<file path="config.mk">
export PLATFORM = sky130hd
export DESIGN_NAME = accel_spi_sampler
export DESIGN_NICKNAME = d
export VERILOG_FILES = /design/src/rtl/accel_pkg.sv /design/src/rtl/spi_shift_engine.sv /design/src/rtl/accel_spi_sampler.sv
export SDC_FILE = /design/constraint.sdc
export NUM_CORES = 1
export LEC_CHECK = 0
export ABC_AREA = 1
export CORE_MARGIN = 2
export CORE_UTILIZATION = 35
export DETAILED_ROUTE_END_ITERATION = 10
export SLEW_MARGIN = 20
export SYNTH_ARGS = -nofsm -noshare
export SYNTH_HDL_FRONTEND = slang
export SYNTH_HIERARCHICAL = 1
export SYNTH_SLANG_ARGS = --single-unit
</file>
<file path="constraint.sdc">
create_clock -name clk -period 2.1 [get_ports clk]
set_input_delay 0.63 -clock clk [delete_from_list [all_inputs] [get_ports clk]]
set_output_delay 0.63 -clock clk [all_outputs]
set_load 0.03 [all_outputs]
</file>
<file path="src/rtl/accel_pkg.sv">
// Shared constants and state types for the accelerometer SPI sampler.
package accel_pkg;

  // ADXL345 register map and command bits
  localparam logic [5:0] REG_POWER_CTL = 6'h2D;
  localparam logic [7:0] PWR_MEASURE   = 8'h08;
  localparam logic       CMD_READ      = 1'b1;
  localparam logic       CMD_WRITE     = 1'b0;
  localparam logic       CMD_MB        = 1'b1;
  localparam logic       CMD_SB        = 1'b0;

  // Frame lengths in SCLK bits
  localparam int unsigned INIT_BITS = 16;
  localparam int unsigned READ_BITS = 24;

  // Transmit words are MSB-aligned in a 24-bit field; shorter frames ignore the tail
  localparam logic [23:0] INIT_WORD = {CMD_WRITE, CMD_SB, REG_POWER_CTL, PWR_MEASURE, 8'h00};

  typedef enum logic [2:0] {
    StIdle,
    StInitFrame,
    StGap,
    StWaitTick,
    StReadFrame
  } state_e;

  typedef enum logic [2:0] {
    EngIdle,
    EngSetup,
    EngLow,
    EngHigh,
    EngHold
  } eng_state_e;

  // Multi-byte read command for an axis, followed by two don't-care bytes of zeros
  function automatic logic [23:0] read_word(input logic [5:0] addr);
    return {CMD_READ, CMD_MB, addr, 16'h0000};
  endfunction

endpackage

</file>
<file path="src/rtl/spi_shift_engine.sv">
// Mode-3 SPI frame engine: CS setup, N bits of sclk low/high, CS hold.
// mosi advances on sclk falling edges, miso is captured in the first sclk-high cycle.
module spi_shift_engine
  import accel_pkg::*;
#(
  parameter int unsigned CLK_DIV = 50
) (
  input  logic        clk_i,
  input  logic        rst_ni,
  input  logic        start_i,
  input  logic [23:0] tx_i,
  input  logic [4:0]  nbits_i,
  input  logic        miso_i,
  output logic        sclk_o,
  output logic        cs_n_o,
  output logic        mosi_o,
  output logic        done_o,
  output logic [15:0] rx_o
);
  localparam int unsigned    DivW   = (CLK_DIV > 1) ? $clog2(CLK_DIV) : 1;
  localparam logic [DivW-1:0] DivMax = DivW'(CLK_DIV - 1);

  eng_state_e      st_q, st_d;
  logic [DivW-1:0] div_q, div_d;
  logic [4:0]      bit_q, bit_d;
  logic [4:0]      last_q, last_d;
  logic [23:0]     tx_q, tx_d;
  logic [15:0]     rx_q, rx_d;
  logic            sclk_q, sclk_d;
  logic            cs_n_q, cs_n_d;
  logic            mosi_q, mosi_d;
  logic            div_wrap;

  assign div_wrap = (div_q == DivMax);

  // Next-state for the frame sequencer; done_o flags the last cs_n-low cycle
  always_comb begin
    st_d   = st_q;
    div_d  = div_wrap ? '0 : div_q + 1'b1;
    bit_d  = bit_q;
    last_d = last_q;
    tx_d   = tx_q;
    rx_d   = rx_q;
    sclk_d = sclk_q;
    cs_n_d = cs_n_q;
    mosi_d = mosi_q;
    done_o = 1'b0;
    unique case (st_q)
      EngIdle: begin
        div_d = '0;
        if (start_i) begin
          st_d   = EngSetup;
          cs_n_d = 1'b0;
          sclk_d = 1'b1;
          tx_d   = tx_i;
          mosi_d = tx_i[23];
          bit_d  = '0;
          last_d = nbits_i - 5'd1;
          rx_d   = '0;
        end
      end
      EngSetup: begin
        if (div_wrap) begin
          st_d   = EngLow;
          sclk_d = 1'b0;
        end
      end
      EngLow: begin
        if (div_wrap) begin
          st_d   = EngHigh;
          sclk_d = 1'b1;
        end
      end
      EngHigh: begin
        if (div_q == '0) begin
          rx_d = {rx_q[14:0], miso_i};
        end
        if (div_wrap) begin
          if (bit_q == last_q) begin
            st_d = EngHold;
          end else begin
            st_d   = EngLow;
            sclk_d = 1'b0;
            bit_d  = bit_q + 5'd1;
            tx_d   = {tx_q[22:0], 1'b0};
            mosi_d = tx_q[22];
          end
        end
      end
      EngHold: begin
        if (div_wrap) begin
          st_d   = EngIdle;
          cs_n_d = 1'b1;
          mosi_d = 1'b0;
          done_o = 1'b1;
        end
      end
      default: st_d = EngIdle;
    endcase
  end

  // Engine state and registered SPI pins; reset aborts any frame in flight
  always_ff @(posedge clk_i or negedge rst_ni) begin
    if (!rst_ni) begin
      st_q   <= EngIdle;
      div_q  <= '0;
      bit_q  <= '0;
      last_q <= '0;
      tx_q   <= '0;
      rx_q   <= '0;
      sclk_q <= 1'b1;
      cs_n_q <= 1'b1;
      mosi_q <= 1'b0;
    end else begin
      st_q   <= st_d;
      div_q  <= div_d;
      bit_q  <= bit_d;
      last_q <= last_d;
      tx_q   <= tx_d;
      rx_q   <= rx_d;
      sclk_q <= sclk_d;
      cs_n_q <= cs_n_d;
      mosi_q <= mosi_d;
    end
  end

  assign sclk_o = sclk_q;
  assign cs_n_o = cs_n_q;
  assign mosi_o = mosi_q;
  assign rx_o   = rx_q;

endmodule

</file>
<file path="src/rtl/accel_spi_sampler.sv">
// Accelerometer bring-up and periodic single-axis sampler.
// Writes POWER_CTL once, then reads {MSB, LSB} of one axis every SAMPLE_PERIOD cycles.
module accel_spi_sampler
  import accel_pkg::*;
#(
  parameter int unsigned CLK_DIV       = 50,
  parameter int unsigned SAMPLE_PERIOD = 100_000,
  parameter logic [5:0]  AXIS_ADDR     = 6'h32
) (
  input  logic        clk,
  input  logic        reset,
  output logic        sclk,
  output logic        cs_n,
  output logic        mosi,
  input  logic        miso,
  output logic [15:0] sample,
  output logic        sample_valid,
  output logic        init_done,
  output logic        busy
);
  localparam int unsigned      DivW    = (CLK_DIV > 1) ? $clog2(CLK_DIV) : 1;
  localparam int unsigned      TickW   = $clog2(SAMPLE_PERIOD);
  localparam logic [DivW-1:0]  DivMax  = DivW'(CLK_DIV - 1);
  localparam logic [TickW-1:0] TickMax = TickW'(SAMPLE_PERIOD - 1);

  state_e           state_q, state_d;
  logic [DivW-1:0]  gap_q, gap_d;
  logic [TickW-1:0] tick_cnt_q, tick_cnt_d;
  logic             tick_q, tick_d;
  logic             pending_q, pending_d;
  logic [15:0]      sample_q, sample_d;
  logic             valid_q, valid_d;
  logic             init_done_q, init_done_d;
  logic             busy_q, busy_d;

  logic             eng_start;
  logic [23:0]      eng_tx;
  logic [4:0]       eng_nbits;
  logic             eng_done;
  logic [15:0]      eng_rx;
  logic             in_busy;

  assign eng_tx    = init_done_q ? read_word(AXIS_ADDR) : INIT_WORD;
  assign eng_nbits = init_done_q ? 5'(READ_BITS) : 5'(INIT_BITS);
  assign in_busy   = (state_q == StInitFrame) || (state_q == StReadFrame) || (state_q == StGap);

  spi_shift_engine #(
    .CLK_DIV (CLK_DIV)
  ) u_engine (
    .clk_i   (clk),
    .rst_ni  (reset),
    .start_i (eng_start),
    .tx_i    (eng_tx),
    .nbits_i (eng_nbits),
    .miso_i  (miso),
    .sclk_o  (sclk),
    .cs_n_o  (cs_n),
    .mosi_o  (mosi),
    .done_o  (eng_done),
    .rx_o    (eng_rx)
  );

  // Sequencing, tick generation and the single-entry pending read
  always_comb begin
    state_d     = state_q;
    gap_d       = gap_q;
    pending_d   = pending_q;
    sample_d    = sample_q;
    valid_d     = 1'b0;
    init_done_d = init_done_q;
    eng_start   = 1'b0;

    // Tick counter runs free once the device is powered up
    if (init_done_q) begin
      tick_cnt_d = (tick_cnt_q == TickMax) ? '0 : tick_cnt_q + 1'b1;
      tick_d     = (tick_cnt_q == TickMax);
    end else begin
      tick_cnt_d = '0;
      tick_d     = 1'b0;
    end

    unique case (state_q)
      StIdle: begin
        eng_start = 1'b1;
        state_d   = StInitFrame;
      end
      StInitFrame: begin
        if (eng_done) begin
          init_done_d = 1'b1;
          state_d     = StGap;
          gap_d       = '0;
        end
      end
      StReadFrame: begin
        if (eng_done) begin
          // Shift register holds LSB byte then MSB byte
          sample_d = {eng_rx[7:0], eng_rx[15:8]};
          valid_d  = 1'b1;
          state_d  = StGap;
          gap_d    = '0;
        end
      end
      StGap: begin
        if (gap_q == DivMax) begin
          pending_d = 1'b0;
          if (pending_q || tick_q) begin
            eng_start = 1'b1;
            state_d   = StReadFrame;
          end else begin
            state_d = StWaitTick;
          end
        end else begin
          gap_d = gap_q + 1'b1;
        end
      end
      StWaitTick: begin
        if (tick_q) begin
          eng_start = 1'b1;
          state_d   = StReadFrame;
        end
      end
      default: state_d = StIdle;
    endcase

    // A tick that did not start a frame is remembered once; extra ones are dropped
    if (tick_q && in_busy && !eng_start) begin
      pending_d = 1'b1;
    end

    busy_d = (state_d == StInitFrame) || (state_d == StReadFrame) || (state_d == StGap);
  end

  // Sampler state and registered outputs
  always_ff @(posedge clk or negedge reset) begin
    if (!reset) begin
      state_q     <= StIdle;
      gap_q       <= '0;
      tick_cnt_q  <= '0;
      tick_q      <= 1'b0;
      pending_q   <= 1'b0;
      sample_q    <= '0;
      valid_q     <= 1'b0;
      init_done_q <= 1'b0;
      busy_q      <= 1'b0;
    end else begin
      state_q     <= state_d;
      gap_q       <= gap_d;
      tick_cnt_q  <= tick_cnt_d;
      tick_q      <= tick_d;
      pending_q   <= pending_d;
      sample_q    <= sample_d;
      valid_q     <= valid_d;
      init_done_q <= init_done_d;
      busy_q      <= busy_d;
    end
  end

  assign sample       = sample_q;
  assign sample_valid = valid_q;
  assign init_done    = init_done_q;
  assign busy         = busy_q;

endmodule

</file>
# == After elaboration in Yosys (flattened, before gate mapping) ==
# Cells that the tools add are included.
# classes
add_sub_neg,5
n_eq_ne,24
mux,56
reduce_logical,30
# ops
cell,count
$mux W23,3
$pmux W23 S2,1
$mux W17,2
$mux W16,2
$pmux W16 S2,1
$mux W3,10
$mux W24,1
$mux W6,4
$mux W1,20
$add A17 B1 Y17 const B,1
$eq A17 B17 Y1 const B,1
$eq A3 B2 Y1 const B,5
$mux W5,3
$pmux W3 S5,1
$add A6 B1 Y6 const B,2
$eq A6 B6 Y1 const B,2
$ne A2 B1 Y1 const B,6
$pmux W3 S4,1
$pmux W6 S2,1
$pmux W5 S2,1
$reduce_and A5 Y1,2
$reduce_bool A2 Y1,5
$eq A3 B1 Y1 const B,3
$eq A3 B3 Y1 const B,3
20 further kinds,34
# word_totals
reg_bits,108
in_bits,3
output_inout_bits,22

# == Longest topological paths before layout ==
# Gate-level depths: netlist (run 1).
# depth
ltp_word,8
mapped_depth,14
depth_no_buf,13

# == Cells and area by module ==
# Netlist (run 1), hierarchy kept.
# modules_own_cells
module,n_inst,cells_each,area_per_inst_um2,seq_area_each_um2
spi_shift_engine,1,413,3265.6,1529.0
accel_spi_sampler,1,307,2391.0,1176.1

# == Least setup slack after synthesis (run 1) ==
# No wires, ideal clock.
# synth_timing
path_kind,reg-to-reg
startpoint,register u_engine.div_q[1]
endpoint,register sample_q[10] (netlist: sample[10])
setup_ns,0.118
t_arrival_ns,1.768
slack_ns,0.214
path_stages_with_launch,13
synth_period_minus_slack_ns,1.886
cell_sequence,dfrtp_1 inv_1 ha_1 nand3_1 nor2_2 inv_1 nor2_1 inv_1 nor2_8 inv_2 buf_6 nand2_1 nand2_1
# synth_between
elab_chain_cells,4
# synth_rtl
element,line,source
"start, declared",spi_shift_engine.sv:24,"logic [DivW-1:0] div_q, div_d;"
"start signal, assigned",spi_shift_engine.sv:116,div_q <= div_d;
$eq A6 B6 Y1,spi_shift_engine.sv:34,assign div_wrap = (div_q == DivMax);
$mux W1,spi_shift_engine.sv:91,if (div_wrap) begin
$mux W1,spi_shift_engine.sv:48,unique case (st_q)
via eng_done,accel_spi_sampler.sv:39,logic eng_done;
$reduce_and A2 Y1 (no line),n/a,
"end signal, assigned",accel_spi_sampler.sv:151,sample_q <= sample_d;
"end, declared",accel_spi_sampler.sv:31,"logic [15:0] sample_q, sample_d;"
# The timed path passes the listed nets, and every way through them passes these cells.
# A chain may end at the register's enable or synchronous reset.

# == Worst setup path in the final report (run 1) ==
# layout_timing
startpoint,register init_done_q (netlist: init_done)
endpoint,output init_done
# layout_rtl
element,line,source
"start, declared",accel_spi_sampler.sv:33,"logic init_done_q, init_done_d;"
"start signal, assigned",accel_spi_sampler.sv:153,init_done_q <= init_done_d;
"end, declared",accel_spi_sampler.sv:18,"output logic init_done,"
# No word-level cell between the ends.

==> metrics.cfg, run 1 <==
[synthesis]
synth_cells = 720
synth_top_family_by_area = simple AND/OR/NAND/NOR gates
yosys.area_share.simple_pct = 37.29
synth_xor_area_share_pct = 2.942
muxShareOfSynthArea_pct = 0.1770
synth_fa_ha_area_share_pct = 1.770
synth_warnings = 6
avgSynthCellArea_um2 = 7.856
ys_seq_elements = 108
synth_compound_area_share_pct = 2.986
synth.distinct_cells = 37
ys_seq_area_share_pct = 47.82
netlist_area_um2 = 5657

[routing]
first_iter_violations = 220
wl_per_cell_um = 11.53
totalWireLength_um = 11480
ant_nets = 0
vias = 4425
dr.pass1.iters = 4
drt_drc_violations_left = 0
via_per_inst = 4.447

[clock_tree]
cts_setup_buffers = 0
cts_tree = built
path_clk_slew_ns = 0.08
clockBufferDepth = 2
numCtsBuffers = 9
root_buffer = clkbuf_16
cts_sinks = 108
cts_htree_levels = 3
clock_latency_ns = 0.36
holdBufCountCts = 0

[cells_and_area]
diodes = 0
layout-drive-gt1-share_pct = 11.42
nets = 785
most-common-layout-cells = nand2_1, dfrtp_1, nand3_1
stdcell_count = 995
syn_to_final_growth_pct = 16.32
final_common_cell = nand2_1
final_core_util_pct = 41.57

[sta]
setup_viol_count_final = 0
fmax_mhz = 490.4
finalClockSkew_ns = 0.01197
slew_violations = 0
tns_ns = 0
hold_viol_final = 0
rsz0062_at_grt = yes
min_period_ns = 2.039
post-route-period-util_pct = 97.10

[worst_setup_path]
crit_path_start_kind = register
reg2reg_to = u_engine/tx_q[19]
cp-end-kind = output pin
worstRegToRegCells = 13
path_max_fanout = 2
crit_cells = 1
slowest_delay_ns = 0.69
worst_ep_required_time_ns = 1.47
rrSetupSlack_ns = 0.19
rr_startpoint = gap_q[1]
path_cells = clkdlybuf4s50_1
worstSetupPathType = reg -> out
cp.arrival_ns = 1.41
cpMaxStageDelayCell = clkdlybuf4s50_1
crit_family = buffers and inverters
cp_num_buf_inv = 1

[floorplanning]
fp.dieW_um = 131.1
dieArea_um2 = 17200
dieHeight_um = 131.1
core_um2 = 15830
ios = 25
num_rows = 46
start_util_pct = 35.74

[pwr]
power_density_nw_per_um2 = 593.5
p_leak_nw = 3.291
peakVddDrop_mv = 0.3830

[placed_design]
dp.cells = 977
port_buffers = 24
dpl.hpwl_um = 7697
gp_congestion = 0.8275

[min_path]
worstHoldPathType = in -> async

[grt]
grt_usage_pct = 13.87
grt_start_max_net_pins = 78
grt_pass1_wl_um = 19940
grt_overflow = 0
grt_pass1_vias = 4286
antenna_found_initial = 0

[flow_run]
cap_violations = 0

[outcome]
status = complete, no violations

layout make-up:
class | count | area [µm²]
Clock buffer | 9 | 225.2
Clock inverter | 7 | 62.56
Fill cell | 1670 | 9248
Inverter | 62 | 245.2
Multi-Input combinational cell | 552 | 2668
Sequential cell | 108 | 2705
Tap cell | 216 | 270.3
Timing Repair Buffer | 41 | 404.1
registers in the layout (all words and copies together), names as in the netlist, 3 cells and up:
signal / flops
u_engine/bit_q: 5
gap_q: 6
u_engine/tx_q: 23
u_engine/last_q: 5
tick_cnt_q: 17
sample: 16
state_q: 3
u_engine/st_q: 3
u_engine/div_q: 6
u_engine/rx_o: 16
where the power goes:
| group | internal (mW) | switching (mW) |
|---|---|---|
| clock network | 0.836 | 0.848 |
| logic | 0.0318 | 0.0758 |
| registers | 2.10 | 0.0136 |
cells by family (layout without fill, tap and decap cells):
family,after synthesis,count (layout)
muxes,1,1
adders and majority gates,8,8
and+or+nand+nor,472,473
other,2,24
xor gates and xnor gates,19,19
AOI/OAI and AO/OA,27,27
DFF,108,108
buffers and inverters,83,119
metal layers:
metal,global-route usage [%],wire length (µm),up-vias,part of all wire (%)
li1,-,-,2338,-
met3,3.511,338,16,2.9
met4,4.287,190,0,1.7
met5,0,0,-,0
met1,18.08,5634,2023,49
met2,22.78,5313,48,46
cells in the mapped netlist:
cell type  instances  area [µm²]
o22ai_1            2       12.51
buf_4              4       30.03
nor2_1            71       266.5
dfstp_2            2       52.55
buf_2              4       20.02
nand4_1            3       18.77
inv_1             51       191.4
nor2_2             2       12.51
nor2_8             1       20.02
mux2i_1            1       10.01
o21ai_2            4       35.03
nand3_1           76       380.4
nand2_4            4       45.04
xor2_1            13       113.9
ha_1               8       100.1
inv_4              2       12.51
buf_1              1       3.750
nand3b_1           1       7.510
or2_1              1       6.260
o21ai_4            1       16.27
nor2_4             5       56.30
o21ai_1            2       10.01
inv_2              9       33.78
dfrtp_1          106        2653
clkbuf_1           5       18.77
o21ai_0           14       70.07
nand2_2            4       25.02
nor3_1             6       30.03
conb_1             2       7.510
nor3b_1            1       7.510
o211ai_1           1       7.510
nand3_2           19       190.2
a21oi_1            2       10.01
nand2_1          278        1044
xnor2_1            6       52.55
o31ai_1            1       7.510
buf_6              7       78.83
through the flow:
step                      cell area, µm²  total power, mW  hold WS, ns  worst slack, ns
after global placement              6241            2.263       0.4278           0.1641
after detailed placement            6241            2.266       0.4284           0.1016
after global routing                6580            4.068      0.04280         -0.02232
final                               6580            3.905      0.05830          0.06094
after floorplan                     5739            2.204       0.3344           0.2140
after CTS                           6525            3.978      0.04150          0.01867
repair_timing:
action | in CTS | in global routing
cloned | 0 | 2
gates resized for setup | 3 | 5
endpoints found under the setup margin | 3 | 45
worst max path at each step:
stage | from | to | slack [ns]
final | init_done | init_done | 0.06
after global routing | gap_q[1] | u_engine/tx_q[19] | -0.02
after CTS | init_done | init_done | 0.02
after detailed placement | gap_q[1] | u_engine/tx_q[3] | 0.10
after global placement | gap_q[1] | u_engine/tx_q[19] | 0.16
after floorplan | u_engine/div_q[1] | sample[10] | 0.21
Note: power is estimated with default switching activity, not from simulation.
==> run 2, diff against run 1 <==
--- a/config.mk
+++ b/config.mk
@@ -9,6 +9,8 @@
 export CORE_MARGIN = 2
 export CORE_UTILIZATION = 35
 export DETAILED_ROUTE_END_ITERATION = 10
+export RECOVER_POWER = 25
+export SKIP_CTS_REPAIR_TIMING = 1
 export SLEW_MARGIN = 20
 export SYNTH_ARGS = -nofsm -noshare
 export SYNTH_HDL_FRONTEND = slang
==> metrics.cfg, run 2 (synthesis results as in run 1) <==
[outcome]
status = complete, no violations

[worst_setup_path]
worst_ep_required_time_ns = 1.47
cpMaxStageDelayCell = clkdlybuf4s50_1
crit_cells = 1
worstSetupPathType = reg -> out
slowest_delay_ns = 0.69
path_cells = clkdlybuf4s50_1
crit_path_start_kind = register
cp-end-kind = output pin
path_max_fanout = 2
cp.arrival_ns = 1.41
cp_num_buf_inv = 1
crit_family = buffers and inverters
worstRegToRegCells = 13
rrSetupSlack_ns = 0.21

[sta]
min_period_ns = 2.041
maxSlewHeadroom_pct = 27.04
slew_violations = 0
fmax_mhz = 490.0
finalClockSkew_ns = 0.01030
holdWs_ns = 0.05934
tightest_slew_ns = 1.094
post-route-period-util_pct = 97.17
tns_ns = 0
rsz0062_at_grt = no
hold_viol_final = 0
setup_viol_count_final = 0

[clock_tree]
path_clk_slew_ns = 0.08
root_buffer = clkbuf_16
numCtsBuffers = 9
cts_sinks = 108
clockBufferDepth = 2
clock_latency_ns = 0.36
cts_htree_levels = 3
cts_tree = built

[pwr]
peakVddDrop_mv = 0.3868
report.power.total_mw = 3.902
power_density_nw_per_um2 = 595.9
p_leak_nw = 3.297

[cells_and_area]
multi_input_area_um2 = 2670
layout-drive-gt1-share_pct = 11.31
regMostFlops = u_engine/tx_q
most-common-layout-cells = nand2_1, dfrtp_1, nand3_1
largest_register_ffs = 23
final_common_cell = nand2_1
nets = 784
seqCellArea_um2 = 2705
fillers = 1672
diodes = 0
syn_to_final_growth_pct = 15.75
reg.largest.list = u_engine/tx_q (23), tick_cnt_q (17)

[floorplanning]
dieArea_um2 = 17200
fp.dieW_um = 131.1
core_um2 = 15830
num_rows = 46
start_util_pct = 35.74
dieHeight_um = 131.1
ios = 25

[grt]
grt_pass1_vias = 4286
antenna_found_initial = 0
grt_usage_pct = 13.87
grt_start_max_net_pins = 78
grt_overflow = 0
grt_pass1_wl_um = 19940

[routing]
dr.pass1.iters = 5
via_per_inst = 4.466
drt_drc_violations_left = 0
totalWireLength_um = 11450
vias = 4439
ant_nets = 0
first_iter_violations = 227
wl_per_cell_um = 11.52

[placed_design]
dpl.hpwl_um = 7697
gp_congestion = 0.8275
port_buffers = 24

[flow_run]
cap_violations = 0

[min_path]
worstHoldPathType = in -> async

-- run 2: layout make-up --
class | instances | share of cell area [%]
clock buffers | 9 | 3.440
clock inverters | 7 | 0.9555
inverters | 62 | 3.707
multi-input cells | 552 | 40.78
flip-flops and latches | 108 | 41.31
well taps | 216 | 4.128
repair buffers | 40 | 5.676
-- run 2: metrics by stage --
step | area [µm²] | setup slack (ns) | instances | util [%]
final | 6548 | 0.05937 | 994 | 41.37
after global placement | 6241 | 0.1641 | 977 | 39.43
after CTS | 6529 | -0.1121 | 993 | 41.25
after detailed placement | 6241 | 0.1016 | 977 | 39.43
after global routing | 6548 | 0.001351 | 994 | 41.37
after floorplan | 5739 | 0.2140 | 742 | -
-- run 2: power by group --
group          internal (mW)  switching, mW  total (mW)
Clock                  0.836          0.849        1.68
Combinational         0.0273         0.0753       0.103
Sequential              2.10         0.0135        2.11
Total                   2.96          0.938        3.90
-- run 2: worst paths after layout --
path	start	endpoint
max	init_done	init_done
min	reset	u_engine/div_q[0]
max reg2reg	gap_q[1]	u_engine/tx_q[19]
min reg2reg	u_engine/sclk_o	u_engine/sclk_o
max in group asynchronous	reset	sample[2]
min in group clk	u_engine/sclk_o	u_engine/sclk_o
-- run 2: metal layers --
| metal | up-vias | GRT usage, % | share of wire [%] | routed length [µm] |
|---|---|---|---|---|
| met2 | 57 | 22.78 | 46 | 5293 |
| li1 | 2333 | - | - | - |
| met3 | 15 | 3.511 | 3.1 | 352 |
| met1 | 2034 | 18.08 | 49 | 5612 |
| met4 | 0 | 4.287 | 1.7 | 189 |
| met5 | - | 0 | 0 | 0 |
==> run 3, diff against run 2 <==
==> constraint.sdc (replaced) <==
create_clock -name clk -period 2.6 [get_ports clk]
set_input_delay 0.78 -clock clk [delete_from_list [all_inputs] [get_ports clk]]
set_output_delay 0.78 -clock clk [all_outputs]
set_load 0.03 [all_outputs]
==> metrics.cfg, run 3 (synthesis results as in run 1) <==
[cells_and_area]
reg.largest.list = u_engine/tx_q (23), tick_cnt_q (17)
postLayoutCellArea_um2 = 6496
syn_to_final_growth_pct = 14.84
final_common_cell = nand2_1
most-common-layout-cells = nand2_1, dfrtp_1, nand3_1
layout-drive-gt1-share_pct = 10.36
largest_register_ffs = 23
regMostFlops = u_engine/tx_q
diodes = 0
nets = 778

[sta]
finalClockSkew_ns = 0.01078
post-route-period-util_pct = 89.76
rsz0062_at_grt = no
maxSlewHeadroom_pct = 35.66
fmax_mhz = 428.5
setup_viol_count_final = 0
slew_violations = 0
holdWs_ns = 0.4617
tightest_slew_ns = 0.9651
tns_ns = 0
min_period_ns = 2.334
hold_viol_final = 0

[worst_setup_path]
cp-end-kind = output pin
worstSetupPathType = reg -> out
crit_family = buffers and inverters
crit_path_start_kind = register
worst_ep_required_time_ns = 1.82
cpMaxStageDelayCell = clkdlybuf4s50_1
cp.arrival_ns = 1.55
slowest_delay_ns = 0.66
path_max_fanout = 2
path_cells = clkdlybuf4s50_1
cp_num_buf_inv = 1

[grt]
grt_overflow = 0
grt_usage_pct = 14.34
grt_pass1_vias = 4240
antenna_found_initial = 0
grt_start_max_net_pins = 49
grt_pass1_wl_um = 20350

[placed_design]
postPlaceCellArea_um2 = 6203
dpl.hpwl_um = 7903
gp_congestion = 0.8191
port_buffers = 24

[outcome]
status = complete, no violations

[pwr]
p_leak_nw = 3.238
power_density_nw_per_um2 = 492.4
peakVddDrop_mv = 0.3082

[routing]
wl_per_cell_um = 11.89
via_per_inst = 4.506
vias = 4452
totalWireLength_um = 11740
ant_nets = 0
drt_drc_violations_left = 0
dr.pass1.iters = 5
first_iter_violations = 184

[floorplanning]
ios = 25
dieHeight_um = 131.1
core_um2 = 15830
dieArea_um2 = 17200
start_util_pct = 35.74
fp.dieW_um = 131.1
num_rows = 46

[clock_tree]
cts_tree = built
cts_sinks = 108
root_buffer = clkbuf_16
path_clk_slew_ns = 0.08
numCtsBuffers = 9
clockBufferDepth = 2
cts_htree_levels = 3
clock_latency_ns = 0.36

[flow_run]
cap_violations = 0

[min_path]
worstHoldPathType = reg -> reg

run 3: final timing paths:
path                                  from                end  slack [ns]  cells past startpoint
setup / recovery           u_engine/cs_n_o               cs_n        0.27                      1
setup reg to reg                  gap_q[0]   u_engine/tx_q[0]        0.36                     12
hold reg to reg            u_engine/sclk_o    u_engine/sclk_o        0.46                      2
max in group asynchronous            reset  u_engine/rx_o[14]        1.15                      2
hold / removal             u_engine/sclk_o    u_engine/sclk_o        0.46                      2
min in group asynchronous            reset   u_engine/st_q[0]        0.56                      1
run 3: layout make-up:
cell class | count | area (µm²)
sequential | 108 | 2705
tap | 216 | 270.3
clock buffer | 10 | 239.0
timing repair buffer | 35 | 342.8
inverter | 62 | 237.7
multi-input combinational | 551 | 2638
fill | 1628 | 9331
clock inverter | 6 | 63.81
run 3: where the power goes:
group / leakage, nW / internal [mW] / switching [mW] / total, mW
Clock: 0.146 / 0.707 / 0.697 / 1.40
Sequential: 1.41 / 1.70 / 0.0111 / 1.71
Combinational: 1.68 / 0.0249 / 0.0621 / 0.0870
run 3: stage by stage:
step | std cells | power [mW] | worst slack (ns) | utilization (%)
4_1_cts | 988 | 3.262 | 0.2345 | 41.11
6_report | 988 | 3.199 | 0.2662 | 41.04
5_1_grt | 988 | 3.339 | 0.1403 | 41.04
3_3_place_gp | 972 | 1.829 | 0.4964 | 39.19
2_1_floorplan | 742 | 1.780 | 0.7140 | -
3_5_place_dp | 972 | 1.830 | 0.3885 | 39.19
run 3: layer usage:
| metal | up-vias | wire (µm) | GRT usage [%] |
|---|---|---|---|
| met1 | 2063 | 6018 | 19.87 |
| li1 | 2319 | - | - |
| met2 | 59 | 5178 | 22.69 |
| met5 | - | 0 | 0 |
| met3 | 11 | 393 | 2.662 |
| met4 | 0 | 153 | 4.831 |
